$ cat config.mk
export PLATFORM = sky130hd
export DESIGN_NAME = bcd_countdown_timer
export DESIGN_NICKNAME = d
export VERILOG_FILES = /design/src/rtl/bcd_countdown_timer_pkg.sv /design/src/rtl/bcd_countdown_timer_digit.sv /design/src/rtl/bcd_countdown_timer.sv
export SDC_FILE = /design/constraint.sdc
export NUM_CORES = 1
export LEC_CHECK = 0
export CAP_MARGIN = 20
export CORE_MARGIN = 5
export CORE_UTILIZATION = 45
export DETAILED_ROUTE_END_ITERATION = 8
export PLACE_DENSITY = 0.8
export SYNTH_ARGS = -nofsm -noshare
export SYNTH_HDL_FRONTEND = slang
export SYNTH_SLANG_ARGS = --single-unit
$ cat constraint.sdc
create_clock -name clk -period 2.3 [get_ports clk]
set_input_delay 0.46 -clock clk [delete_from_list [all_inputs] [get_ports clk]]
set_output_delay 0.46 -clock clk [all_outputs]
set_load 0.02 [all_outputs]
$ cat src/rtl/bcd_countdown_timer_pkg.sv
// rtl/bcd_countdown_timer_pkg.sv - shared state type, BCD limits and digit check for the countdown timer
package bcd_countdown_timer_pkg;

  typedef enum logic [1:0] {
    ST_IDLE  = 2'd0,
    ST_RUN   = 2'd1,
    ST_PAUSE = 2'd2,
    ST_DONE  = 2'd3
  } state_t;

  localparam logic [3:0] BCD_ONES_MAX = 4'd9;
  localparam logic [3:0] BCD_TENS_MAX = 4'd5;

  // True when a packed {tens, ones} byte is legal for a field whose tens digit tops out at tens_max.
  function automatic logic bcd_valid(input logic [7:0] value, input logic [3:0] tens_max);
    return (value[3:0] <= BCD_ONES_MAX) && (value[7:4] <= tens_max);
  endfunction

endpackage

$ cat src/rtl/bcd_countdown_timer_digit.sv
// rtl/bcd_countdown_timer_digit.sv - one BCD digit down-counter with borrow chaining
module bcd_digit_down
  import bcd_countdown_timer_pkg::*;
#(
  parameter logic [3:0] WRAP = BCD_ONES_MAX
) (
  input  logic       clk,
  input  logic       reset,
  input  logic       load,
  input  logic [3:0] load_val,
  input  logic       en,
  output logic [3:0] digit,
  output logic       borrow_out
);

  always_ff @(posedge clk) begin
    if (reset) begin
      digit <= 4'd0;
    end else if (load) begin
      digit <= load_val;
    end else if (en) begin
      digit <= (digit == 4'd0) ? WRAP : digit - 4'd1;
    end
  end

  assign borrow_out = en && (digit == 4'd0);

endmodule

$ cat src/rtl/bcd_countdown_timer.sv
// rtl/bcd_countdown_timer.sv - BCD hh:mm:ss down-counter with load validation, pause and expiry
module bcd_countdown_timer
  import bcd_countdown_timer_pkg::*;
#(
  parameter int AUTO_RELOAD = 0,
  parameter int HH_TENS_MAX = 9
) (
  input  logic       clk,
  input  logic       reset,
  input  logic       tick,
  input  logic       load,
  input  logic [7:0] load_hh,
  input  logic [7:0] load_mm,
  input  logic [7:0] load_ss,
  input  logic       start,
  input  logic       pause,
  output logic [7:0] hh,
  output logic [7:0] mm,
  output logic [7:0] ss,
  output logic       running,
  output logic       done,
  output logic       expired,
  output logic       load_err
);

  localparam logic [3:0] HH_TENS_LIM = 4'(HH_TENS_MAX);
  localparam bit         RELOAD_EN   = (AUTO_RELOAD != 0);

  state_t      state_q;
  state_t      state_n;
  logic [23:0] reload_q;
  logic [23:0] count;
  logic [23:0] dig_val;
  logic [3:0]  digit [6];
  logic [5:0]  en;
  logic [5:0]  borrow;
  logic        chain_unused;

  logic load_ok;
  logic is_zero;
  logic at_one;
  logic dec;
  logic expire;
  logic reload_now;
  logic dig_load;

  assign load_ok = load
                 && bcd_valid(load_hh, HH_TENS_LIM)
                 && bcd_valid(load_mm, BCD_TENS_MAX)
                 && bcd_valid(load_ss, BCD_TENS_MAX);

  assign count   = {digit[5], digit[4], digit[3], digit[2], digit[1], digit[0]};
  assign is_zero = (count == 24'h000000);
  assign at_one  = (count == 24'h000001);

  // A valid load or a pause in RUN both swallow the tick; an invalid load does not.
  assign dec        = (state_q == ST_RUN) && tick && !load_ok && !pause;
  assign expire     = dec && at_one;
  assign reload_now = expire && RELOAD_EN;
  assign dig_load   = load_ok || reload_now;
  assign dig_val    = load_ok ? {load_hh, load_mm, load_ss} : reload_q;

  assign en[0]        = dec;
  assign en[5:1]      = borrow[4:0];
  assign chain_unused = borrow[5];

  // Digit 0 is ss ones, digit 5 is hh tens; odd minute/second positions wrap to 5.
  for (genvar i = 0; i < 6; i++) begin : g_digit
    localparam logic [3:0] WRAP_V = (i == 1 || i == 3) ? BCD_TENS_MAX
                                  : (i == 5)           ? HH_TENS_LIM
                                  :                      BCD_ONES_MAX;
    bcd_digit_down #(.WRAP(WRAP_V)) u_digit (
      .clk       (clk),
      .reset     (reset),
      .load      (dig_load),
      .load_val  (dig_val[4*i +: 4]),
      .en        (en[i]),
      .digit     (digit[i]),
      .borrow_out(borrow[i])
    );
  end

  assign hh = count[23:16];
  assign mm = count[15:8];
  assign ss = count[7:0];

  always_comb begin
    state_n = state_q;
    if (load_ok) begin
      state_n = ST_IDLE;
    end else begin
      case (state_q)
        ST_RUN: begin
          if (pause) begin
            state_n = ST_PAUSE;
          end else if (expire && !RELOAD_EN) begin
            state_n = ST_DONE;
          end
        end
        ST_IDLE, ST_PAUSE: begin
          if (start && !is_zero) begin
            state_n = ST_RUN;
          end
        end
        ST_DONE: state_n = ST_DONE;
        default: state_n = ST_IDLE;
      endcase
    end
  end

  always_ff @(posedge clk) begin
    if (reset) begin
      state_q  <= ST_IDLE;
      reload_q <= 24'h000000;
      running  <= 1'b0;
      done     <= 1'b0;
      expired  <= 1'b0;
      load_err <= 1'b0;
    end else begin
      state_q  <= state_n;
      running  <= (state_n == ST_RUN);
      done     <= (state_n == ST_DONE);
      expired  <= expire;
      load_err <= load && !load_ok;
      if (load_ok) begin
        reload_q <= {load_hh, load_mm, load_ss};
      end
    end
  end

endmodule

==> qor.yml <==
endpoint_kind: "flop"
cp_cell_sequence: "or4_4 -> nor4_4 -> nand3_2 -> or4b_1 -> a31oi_1"
setup_viol: 0
dr.pass1.iters: 4
multi_input_area_mm2: 0.00100
finClkSkew_ns: 0.00469
drv_cap: 0
synthesis.area_mm2: 0.00164
netlist.area_leader.share_pct: 36.7
p_per_area_mw_per_mm2: 534
worstHoldPathType: "reg -> reg"
hold_violations: 0
clockBufferDepth: 2
synthTopCellsByArea: "dfxtp_1 37%, nor2_1 7.6%, a211oi_1 6.0%, o21ai_0 3.7%, a311oi_1 3.2%"
cts_root_buf: "clkbuf_4"
nFillCells: 299
ir_drop_uv: 337
post_drt_wl_per_cell_um: 14.8
grtUsageTotal_pct: 18.6
synth_compound_area_share_pct: 21.9
min_period_ns: 2.17
hold_buffers: 0
cp_slowest_cell: "or4_4"
slew_violations: 0
n_antenna_cell: 0
post_cts.repair.setup_buffers: 0
path_class: "reg -> reg"
cts_sinks: 30
drc_errors: 0
critPathMaxStageDelay_ns: 0.61
die_h_um: 70.3
syn_nets: 223
status: "finished, final reports clean"
yosysTopAreaCell: "dfxtp_1"
relSlewSlack_pct: 70.2
placement.io_buffers: 57
synth_cell_types: 48
grt_pass1_vias: 1676
row_count: 22
cts_buffers: 5
clock_latency_ns: 0.33
vias_per_cell: 5.65
cts-resized-gates: 0
grt_pass1_wl_mm: 7.53
yosys_warnings: 0
arrival_ns: 2.44
synth_xor_area_share_pct: 4.28
start_kind: "flop"
syn_to_final_growth_pct: 49.2
rsz0062_at_grt: "no"
synth_seq_cells: 30
max_freq_mhz: 460
finalCoreUtilization_pct: 68.3
synthAdderAreaFrac_pct: 0
ant_nets: 0
htree_levels: 2
antenna_found_initial: 0
core_mm2: 0.00358
synth-simple-area-share_pct: 33.6
cp_max_fo: 6
nNetsFinal: 297
cts_tree: "yes"
fin_hold_ws_ns: 0.510
synth-seq-area-share_pct: 36.7
avgSynthCellArea_um2: 8.48
regArea_um2: 601
synth_top_family_by_area: "simple AND/OR/NAND/NOR gates"
die_w_um: 70.3
io_pins: 58
vias: 1785
p_leak_uw: 0.000923
grt_max_degree: 20
tightest_slew_ns: 0.443
timing.final.crit_share_pct: 94.4
clk_pin_slew_ns: 0.10
drive_above_1_share_pct: 14.6
dieArea_mm2: 0.00494
start_util_pct: 45.7
synth_cells: 193
grt-ovfl-total: 0
required_ns: 2.56
synthMuxAreaShare_pct: 1.22
hpwl_mm: 3.66
routed_wl_mm: 4.69
drt_iter0_markers: 92
place_congestion: 0.843
-- sequential cells by signal, summed over array words and instances (netlist names) --
signal	flops
load_err	1
done	1
running	1
g_digit.u_digit.digit	24
expired	1
state_q	2
-- metrics by stage --
step / power (uW) / cell area, um2 / instances / TNS (ns) / worst slack, ns
after global routing: 1360 / 2440 / 316 / 0 / 0.0532
after detailed placement: 971 / 2370 / 308 / -1.45 / -0.218
after CTS: 1310 / 2440 / 316 / 0 / 0.0996
after global placement: 969 / 2370 / 308 / -0.840 / -0.141
final: 1300 / 2440 / 316 / 0 / 0.128
after floorplan: 800 / 1640 / 193 / 0 / 0.236
-- cells by family (layout without fill, tap and decap cells) --
kind of cell / after synthesis / after routing
AND/OR/NAND/NOR: 93 / 93
XOR/XNOR: 8 / 8
AO/OA/AOI/OAI: 50 / 50
flip-flops: 30 / 30
buffers and inverters: 10 / 85
multiplexers: 2 / 2
-- cells in the mapped netlist (all sizes together) --
| cell type | number |
|---|---|
| inv | 2 |
| or3 | 2 |
| dfxtp | 30 |
| nand2b | 2 |
| o31a | 1 |
| clkbuf | 7 |
| a211oi | 13 |
| and3 | 3 |
| xnor2 | 4 |
| nand2 | 12 |
| a311oi | 6 |
| nand4 | 2 |
| nand4b | 1 |
| a31oi | 2 |
| o41a | 1 |
| xor2 | 4 |
| a41oi | 1 |
| nor3b | 4 |
| nand3 | 4 |
| nor4b | 1 |
| o211a | 5 |
| and4b | 1 |
| o31ai | 3 |
| nor2 | 33 |
| nor4bb | 1 |
| mux2i | 2 |
| nor2b | 2 |
| buf | 1 |
| or4 | 5 |
| a22oi | 1 |
| a21oi | 4 |
| nor4 | 7 |
| nor3 | 3 |
| o21ai | 12 |
| nand3b | 1 |
| and2 | 3 |
| or4b | 3 |
| o22ai | 1 |
| and4 | 1 |
| or2 | 2 |
-- worst max-delay path: cells and delay by family (launching register included) --
family / cells / cell delay, ns
AO/OA/AOI/OAI: 1 / 0.16
flip-flops: 1 / 0.37
AND/OR/NAND/NOR: 4 / 1.58
-- power breakdown --
part           internal, uW  switching (uW)  total, uW
combinational           195             178        374
sequential              550            38.9        589
clock                   147             194        341
-- area by class of cell --
| class | instances | area share [%] |
|---|---|---|
| multi-input cells | 153 | 41.1 |
| flip-flops and latches | 30 | 24.6 |
| clock buffers | 6 | 2.10 |
| repair buffers | 75 | 28.9 |
| well taps | 48 | 2.46 |
| clock inverters | 2 | 0.512 |
| inverters | 2 | 0.307 |
-- final timing paths --
path                          startpoint                     endpoint  slack (ns)  cells after the start
max          g_digit[1].u_digit.digit[0]  g_digit[5].u_digit.digit[1]        0.13                      5
min          g_digit[5].u_digit.digit[0]  g_digit[5].u_digit.digit[0]        0.51                      2
max reg2reg  g_digit[1].u_digit.digit[0]  g_digit[5].u_digit.digit[1]        0.13                      5
min reg2reg  g_digit[5].u_digit.digit[0]  g_digit[5].u_digit.digit[0]        0.51                      2
-- layout by cell type, fill, tap and decap left out, drive strengths merged, types with 4 or more instances in the layout --
cell and n:
o211a 5, clkdlybuf4s50 57, a311oi 6, nor3b 4, a211oi 13, clkbuf 6
xor2 4, nand2 12, o21ai 12, xnor2 4, a21oi 4, buf 18
dfxtp 30, or4 5, nor2 33, nor4 7, nand3 4
-- routing by layer --
layer	global-route usage (%)	wire length [um]	vias up
li1	-	-	888
met1	22.3	2080	826
met2	30.9	2220	67
met3	6.19	345	4
met4	6.17	40	0
met5	0	0	-
Note: power is estimated with default switching activity, not from simulation.
